<file path="src/rtl/hub_req_pkg.sv">
// Shared hub definitions: request size codes, sys selector codes, the request
// FSM state encoding and the latched-request record used by hub_req.
package hub_req_pkg;

  // Request size field (req_s / bus_s).
  localparam logic [1:0] SZ_BYTE = 2'b00;
  localparam logic [1:0] SZ_WORD = 2'b01;
  localparam logic [1:0] SZ_LONG = 2'b10;
  localparam logic [1:0] SZ_SYS  = 2'b11;

  // Sys operation selectors carried in the low bits of req_a when size is SYS.
  localparam logic [2:0] SYS_CLKSET  = 3'b000;
  localparam logic [2:0] SYS_COGID   = 3'b001;
  localparam logic [2:0] SYS_COGINIT = 3'b010;
  localparam logic [2:0] SYS_COGSTOP = 3'b011;
  localparam logic [2:0] SYS_LOCKNEW = 3'b100;
  localparam logic [2:0] SYS_LOCKRET = 3'b101;
  localparam logic [2:0] SYS_LOCKSET = 3'b110;
  localparam logic [2:0] SYS_LOCKCLR = 3'b111;

  // Request FSM states.
  typedef logic [1:0] hub_state_t;
  localparam hub_state_t ST_IDLE      = 2'd0;
  localparam hub_state_t ST_WAIT_SLOT = 2'd1;
  localparam hub_state_t ST_ISSUED    = 2'd2;
  localparam hub_state_t ST_DONE      = 2'd3;

  // One hub operation as latched from the cog pipeline.
  typedef struct packed {
    logic        r;
    logic        w;
    logic [1:0]  s;
    logic [15:0] a;
    logic [31:0] d;
  } hub_op_t;

endpackage

</file>
<file path="src/rtl/hub_req.sv">
// Per-cog hub requester: latches one op from the cog pipeline, drives it onto
// the OR-combined hub bus during this cog's slot, and returns the ack data.
module hub_req
  import hub_req_pkg::*;
#(
  parameter int unsigned TIMEOUT = 16,
  parameter int unsigned COG_ID  = 0
) (
  input  logic        clk_cog,
  input  logic        nres,
  input  logic        ena_bus,
  input  logic        cog_ena,
  input  logic [7:0]  bus_sel,
  input  logic [7:0]  bus_ack,
  input  logic [31:0] bus_q,
  input  logic        bus_c,
  input  logic        req_valid,
  output logic        req_ready,
  input  logic        req_r,
  input  logic        req_w,
  input  logic [1:0]  req_s,
  input  logic [15:0] req_a,
  input  logic [31:0] req_d,
  output logic        bus_r,
  output logic        bus_e,
  output logic        bus_w,
  output logic [1:0]  bus_s,
  output logic [15:0] bus_a,
  output logic [31:0] bus_d,
  output logic        rsp_valid,
  output logic [31:0] rsp_q,
  output logic        rsp_c,
  output logic        err,
  output logic [1:0]  dbg_state
);

  localparam logic [2:0] SLOT    = COG_ID[2:0];
  localparam logic [4:0] TO_LAST = TIMEOUT[4:0] - 5'd1;

  hub_state_t  state_q, state_d;
  hub_op_t     op_q, op_d;
  logic [4:0]  cnt_q, cnt_d;
  logic [31:0] rsp_data_q, rsp_data_d;
  logic        rsp_carry_q, rsp_carry_d;
  logic        err_q, err_d;

  logic own_slot;
  logic own_ack;
  logic issue;
  logic unused_bus_bits;

  assign own_slot = ena_bus & bus_sel[SLOT];
  assign own_ack  = bus_ack[SLOT];
  assign issue    = (state_q == ST_WAIT_SLOT) & cog_ena & own_slot;

  // Only this cog's bits of the shared select/ack vectors matter here.
  assign unused_bus_bits = ^{bus_sel, bus_ack};

  // Handshake: an op transfers on a cycle where req_valid && req_ready; the cog
  // holds req_* stable while req_valid is high, and req_ready never depends on
  // req_valid (it is high exactly in IDLE while the cog is enabled).
  assign req_ready = (state_q == ST_IDLE) & cog_ena;

  always_comb begin
    state_d     = state_q;
    op_d        = op_q;
    cnt_d       = cnt_q;
    rsp_data_d  = rsp_data_q;
    rsp_carry_d = rsp_carry_q;
    err_d       = err_q;

    if (!cog_ena) begin
      state_d = ST_IDLE;
      cnt_d   = 5'd0;
    end else begin
      case (state_q)
        ST_IDLE: begin
          if (req_valid) begin
            op_d    = '{r: req_r, w: req_w, s: req_s, a: req_a, d: req_d};
            state_d = ST_WAIT_SLOT;
          end
        end
        ST_WAIT_SLOT: begin
          if (own_slot) begin
            state_d = ST_ISSUED;
            cnt_d   = 5'd0;
          end
        end
        ST_ISSUED: begin
          // An ack on the same cycle as the final timeout pulse still wins.
          if (own_ack) begin
            rsp_data_d  = bus_q;
            rsp_carry_d = bus_c;
            cnt_d       = 5'd0;
            state_d     = ST_DONE;
          end else if (ena_bus) begin
            if (cnt_q == TO_LAST) begin
              err_d       = 1'b1;
              rsp_data_d  = 32'd0;
              rsp_carry_d = 1'b0;
              cnt_d       = 5'd0;
              state_d     = ST_DONE;
            end else begin
              cnt_d = cnt_q + 5'd1;
            end
          end
        end
        ST_DONE: begin
          state_d = ST_IDLE;
        end
        default: begin
          state_d = ST_IDLE;
        end
      endcase
    end
  end

  always_ff @(posedge clk_cog or negedge nres) begin
    if (!nres) begin
      state_q     <= ST_IDLE;
      op_q        <= '0;
      cnt_q       <= 5'd0;
      rsp_data_q  <= 32'd0;
      rsp_carry_q <= 1'b0;
      err_q       <= 1'b0;
    end else begin
      state_q     <= state_d;
      op_q        <= op_d;
      cnt_q       <= cnt_d;
      rsp_data_q  <= rsp_data_d;
      rsp_carry_q <= rsp_carry_d;
      err_q       <= err_d;
    end
  end

  // The hub ORs every cog's request lines, so all of them stay 0 off the issue cycle.
  assign bus_e = issue;
  assign bus_r = issue & op_q.r;
  assign bus_w = issue & op_q.w;
  assign bus_s = {2{issue}} & op_q.s;
  assign bus_a = {16{issue}} & op_q.a;
  assign bus_d = {32{issue}} & op_q.d;

  assign rsp_valid = (state_q == ST_DONE) & cog_ena;
  assign rsp_q     = rsp_data_q;
  assign rsp_c     = rsp_carry_q;
  assign err       = err_q;
  assign dbg_state = state_q;

endmodule

</file>
<file path="config.mk">
export PLATFORM = sky130hd
export DESIGN_NAME = hub_req
export DESIGN_NICKNAME = d
export VERILOG_FILES = /design/src/rtl/hub_req_pkg.sv /design/src/rtl/hub_req.sv
export SDC_FILE = /design/constraint.sdc
export NUM_CORES = 1
export LEC_CHECK = 0
export BUFFER_PORTS_ARGS = -buffer_cell sky130_fd_sc_hd__buf_2
export CORE_MARGIN = 3
export CORE_UTILIZATION = 47
export CTS_BUF_LIST = sky130_fd_sc_hd__clkbuf_8
export DETAILED_ROUTE_END_ITERATION = 10
export PLACE_DENSITY = 0.82
export SYNTH_ARGS = -nofsm -noshare
export SYNTH_HDL_FRONTEND = slang
export SYNTH_SLANG_ARGS = --single-unit
</file>
<file path="constraint.sdc">
create_clock -name clk_cog -period 2.5 [get_ports clk_cog]
set_input_delay 0.75 -clock clk_cog [delete_from_list [all_inputs] [get_ports clk_cog]]
set_output_delay 0.75 -clock clk_cog [all_outputs]
set_load 0.005 [all_outputs]
</file>
== Word-level counts from Yosys, hierarchy flattened ==
Index checks and enable logic that the tools add are counted.

* Input bits: 106
* Register bits after elaboration: 93
* Output and inout port bits: 91
* Word-level logic and storage cells: 58

* Reductions and logical operators: 8
* Add/subtract/negate cells: 1
* Equal/unequal tests: 9
* Mux-type cells: 19
* Bitwise gates (word level): 11

{| class="wikitable"
|+ Operator list
! kind !! count
|-
| 32-bit two-way mux || 3
|-
| 32-bit bitwise AND || 1
|-
| 5-bit two-way mux || 5
|-
| 16-bit bitwise AND || 1
|-
| 2-bit two-way mux || 6
|-
| 5-bit case mux with 2 select lines || 1
|-
| 4-bit != test, second input constant || 2
|-
| 2-bit case mux with 4 select lines || 1
|-
| 4-bit AND reduction || 2
|-
| 1-bit bitwise AND || 7
|-
| 3-bit != test, second input constant || 2
|-
| 3-bit AND reduction || 2
|-
| 5-bit by 1-bit adder with 5-bit output, second input constant || 1
|-
| 5-bit by 4-bit == test with 1-bit output, second input constant || 1
|-
| 5-bit AND reduction || 1
|-
| 2-bit == test, second input constant || 2
|-
| 2-bit nonzero test || 2
|-
| 1-bit two-way mux || 3
|-
| 3-bit by 1-bit != test with 1-bit output, second input constant || 1
|-
| 2-bit bitwise AND || 1
|-
| 2-bit by 1-bit == test with 1-bit output, second input constant || 1
|-
| 2-bit logical NOT || 1
|-
| 1-bit NOT || 1
|}

== Depth between registers and ports, before layout ==
* Depth in word-level cells: 6
* Gate-level depth with buffers: 6
* Depth with buffers taken out: 6

== Worst setup path before layout ==
OpenSTA, ideal clock, no wires.

* Path type: input to output
* From: input cog_ena
* To: output bus_a[0]
* Buffers on the path: 2
* Slack: 0.194 ns
* Data arrival time: 1.556 ns
* Data required time: 1.750 ns
* Stages: 5
* Cell sequence: buf_4 nand2_1 nor2_1 clkbuf_1 and2_1

* Cells in the longest elaborated chain, start to end: 3

{| class="wikitable"
|+ Ends and longest elaborated chain
! item !! RTL line !! RTL
|-
| start: declaration || hub_req.sv:12 || <nowiki>input logic cog_ena,</nowiki>
|-
| 1-bit bitwise AND (2 in a row) || hub_req.sv:54 || <nowiki>assign issue = (state_q == ST_WAIT_SLOT) & cog_ena & own_slot;</nowiki>
|-
| 16-bit bitwise AND || hub_req.sv:141 || <nowiki>assign bus_a = {16{issue}} & op_q.a;</nowiki>
|-
| end: declaration || hub_req.sv:28 || <nowiki>output logic [15:0] bus_a,</nowiki>
|}

Every way passes these cells.

== Final worst setup path ==
* From: input ena_bus
* To: output bus_d[4]

* Cells in the longest elaborated chain, start to end: 3

{| class="wikitable"
|+ Ends and longest elaborated chain
! item !! RTL line !! RTL
|-
| start: declaration || hub_req.sv:11 || <nowiki>input logic ena_bus,</nowiki>
|-
| 1-bit bitwise AND || hub_req.sv:52 || <nowiki>assign own_slot = ena_bus & bus_sel[SLOT];</nowiki>
|-
| 1-bit bitwise AND || hub_req.sv:54 ||
|-
| 32-bit bitwise AND || hub_req.sv:142 || <nowiki>assign bus_d = {32{issue}} & op_q.d;</nowiki>
|-
| end: declaration || hub_req.sv:29 || <nowiki>output logic [31:0] bus_d,</nowiki>
|}

Every way passes these cells.

==> reports/metrics.cfg <==
[floorplanning]
rows = 33
design.die.area_um2 = 9650
floorplan.core_area_um2 = 8220
die_w_um = 98.2
die_y_um = 98.2
floorplan.initialDensity = 0.486
top_level_ports = 197

[synth]
synth.top_cell.area_share = 0.582
ys.warnings.count = 0
dominantRegCellSynth = sky130_fd_sc_hd__dfrtp_1
synth.most_common_cell = sky130_fd_sc_hd__dfrtp_1
synth_edf_count = 0
postSynthRegisterBits = 93
post_synth_instance_area_um2 = 4000
syn_avg_cell_area_um2 = 13.5
synth_async_sr_flop_share = 1.00
seq_area_frac_synth = 0.582
synth_fp_nets = 409
synth.top_cells.by_area = sky130_fd_sc_hd__dfrtp_1 (58%), sky130_fd_sc_hd__mux2_2 (13%), sky130_fd_sc_hd__and2_1 (8.3%)
synthDominantAreaCellType = sky130_fd_sc_hd__dfrtp_1
synth_cell_type_count = 32
netlist_instances = 297
cell_types_with_the_highest_counts_after_synthesis = sky130_fd_sc_hd__dfrtp_1 (93), sky130_fd_sc_hd__and2_1 (53), sky130_fd_sc_hd__mux2_2 (47)

[clocking]
worst_skew_pair.late_latency_ns = 0.35
ctsRootBufferMaster = sky130_fd_sc_hd__clkbuf_8
tritoncts_num_sinks = 93
numCtsBuffers = 9
htree_levels = 3
ctsLongestPathBuffers = 2
cts.reportedPaths.clkPinSlew_ns = 0.10
tritoncts_clock_tree = yes

[power]
irDropWorstVdd_mv = 0.491
power.total_mw = 5.13
switching_share = 0.295
power_frac_clock = 0.199
leak_pwr_nw = 2.93
p_sw_mw = 1.51
powerDensity_nw_per_um2 = 927
combinationalPowerShare = 0.305
pwr-share-seq = 0.496
cellInternalPower_mw = 3.62

[layout]
diodes_inserted = 0
final_layout_size_suffix_gt1_frac = 0.588
fillCellCount = 597
nNetsFinal = 602
area_growth_syn_to_layout_pct = 38.5
finalInstanceArea_um2 = 5540

[drt]
drtIter0Drc = 76
detail_route.vias_per_cell = 5.13
finalWirelength_mm = 9.78
route.detailed.wl_per_inst_um = 16.3
ant_nets = 0
drc_errors = 0
vias = 3078
firstDrtPassIters = 4

[status]
outcome = finished clean

[setup_path]
critPathLaunchType = primary input
timing.critical_path.arrival_ns = 1.73
r2r_setup_slack_ns = 0.20
critical_path.max_fanout = 6
cp-end-kind = output port
criticalPathCategory = primary input to output port
cp.required_ns = 1.75

[timing]
fin_worst_skew_ns = 0.0113
worstMarginPinSlew_ns = 1.10
max_freq_mhz = 402
final-setup-viol-count = 0
grt_setup_unrepaired = yes
report.final.slew_viol_count = 0
maxSlewHeadroom = 0.266
final_period_minus_worst_setup_slack_ns = 2.48
hold_violation_count_in_the_final_report = 0
min_period_over_period = 0.994

[job]
drv_cap = 0

[min_path]
min_path_type = primary input to asynchronous set/reset pin

[global_route]
grt_use_total = 0.192
grt-ovfl-total = 0
vias_in_the_first_global_route = 3046
antenna_found_initial = 0
pin_count_of_the_biggest_net_entering_global_routing = 45
grt_pass1_wl_mm = 14.9

[place]
buffers_on_ports = 182
detailedPlacementHpwl_mm = 6.69
detailed_place.area_um2 = 5020
routabilityCongestion = 0.816

==> placed cells by master, fill, tap and decap left out, types with 4 or more instances in the layout <==
| master | count |
|---|---|
| sky130_fd_sc_hd__and2_4 | 20 |
| sky130_fd_sc_hd__mux2_1 | 5 |
| sky130_fd_sc_hd__dfrtp_1 | 93 |
| sky130_fd_sc_hd__a22o_1 | 34 |
| sky130_fd_sc_hd__ha_1 | 5 |
| sky130_fd_sc_hd__buf_4 | 10 |
| sky130_fd_sc_hd__o21ai_0 | 6 |
| sky130_fd_sc_hd__clkbuf_8 | 9 |
| sky130_fd_sc_hd__buf_2 | 166 |
| sky130_fd_sc_hd__and2_1 | 34 |
| sky130_fd_sc_hd__nand2_1 | 4 |
| sky130_fd_sc_hd__mux2_2 | 47 |
| sky130_fd_sc_hd__buf_6 | 18 |
==> worst max-delay path, stage by stage <==
cell	delay, ns
sky130_fd_sc_hd__buf_2	0.13
sky130_fd_sc_hd__nand2_1	0.12
sky130_fd_sc_hd__nor2_4	0.20
sky130_fd_sc_hd__buf_12	0.16
sky130_fd_sc_hd__clkbuf_16	0.14
sky130_fd_sc_hd__and2_4	0.14
sky130_fd_sc_hd__buf_6	0.08
==> final cells by class <==
| cell class | instances | area (um2) | share of cell area |
|---|---|---|---|
| Tap cell | 105 | 131 | 0.0237 |
| Inverter | 4 | 15.0 | 0.00271 |
| Sequential cell | 93 | 2330 | 0.420 |
| Clock inverter | 7 | 81.3 | 0.0147 |
| Multi-Input combinational cell | 182 | 1610 | 0.291 |
| Timing Repair Buffer | 200 | 1250 | 0.225 |
| Clock buffer | 9 | 124 | 0.0224 |
==> timing repair <==
| action | 4_1_cts | 5_1_grt |
|---|---|---|
| endpoints found under the setup margin | 53 | 53 |
| pin swaps | 1 | 16 |
| hold buffers | 0 | 0 |
| buffers inserted | 5 | 4 |
| gates resized for setup | 10 | 35 |
| cloned | 1 | 3 |
==> registers in the layout, indices dropped and copies added (netlist names) <==
signal	flops
cnt_q	5
dbg_state	2
err	1
op_q	52
rsp_c	1
rsp_q	32
==> path summary, 6_finish.rpt <==
| path | from | to | cells after the start |
|---|---|---|---|
| min in group clk_cog | err$_DFFE_PN0P_ | err$_DFFE_PN0P_ | 1 |
| min reg2reg | err$_DFFE_PN0P_ | err$_DFFE_PN0P_ | 1 |
| max | ena_bus | bus_d[4] | 7 |
| min | nres | op_q[28]$_DFFE_PN0P_ | 1 |
| max reg2reg | dbg_state[0]$_DFFE_PN0P_ | rsp_q[7]$_DFFE_PN0P_ | 5 |
| max in group asynchronous | nres | op_q[18]$_DFFE_PN0P_ | 2 |
==> cells by family (layout without fill, tap and decap cells) <==
kind of cell,after synthesis,in the layout,share of synthesized area
and+or+nand+nor,74,74,0.113
DFF,93,93,0.582
buffers and inverters,22,220,0.0332
muxes,55,55,0.154
AOI/OAI and AO/OA,47,47,0.0983
adders and majority gates,6,6,0.0188
==> through the flow <==
step	hold slack (ns)	setup TNS (ns)	util	instances	setup WS, ns
2_1_floorplan	0.454	0	-	297	0.194
3_3_place_gp	0.457	0	0.610	573	0.0451
3_5_place_dp	0.455	0	0.610	573	0.0362
4_1_cts	0.373	-0.228	0.648	595	-0.0189
5_1_grt	0.388	-0.931	0.674	600	-0.0551
6_report	0.372	0	0.674	600	0.0154
==> routing by layer <==
metal / up-vias / routed length, um / GRT usage
li1: 1426 / - / -
met2: 158 / 4750 / 0.321
met5: - / 0 / 0
met1: 1480 / 4020 / 0.245
met4: 0 / 160 / 0.0525
met3: 14 / 850 / 0.0579
==> power by group through the flow <==
| stage | Clock (mW) | Sequential [mW] | Combinational, mW |
|---|---|---|---|
| 2_1_floorplan | 0 | 2.47 | 0.880 |
| 3_3_place_gp | 0 | 2.50 | 1.38 |
| 3_5_place_dp | 0 | 2.53 | 1.46 |
| 4_1_cts | 1.05 | 2.52 | 1.51 |
| 5_1_grt | 1.12 | 2.62 | 1.71 |
| 6_report | 1.02 | 2.54 | 1.57 |
(Power assumes the default switching activity.)
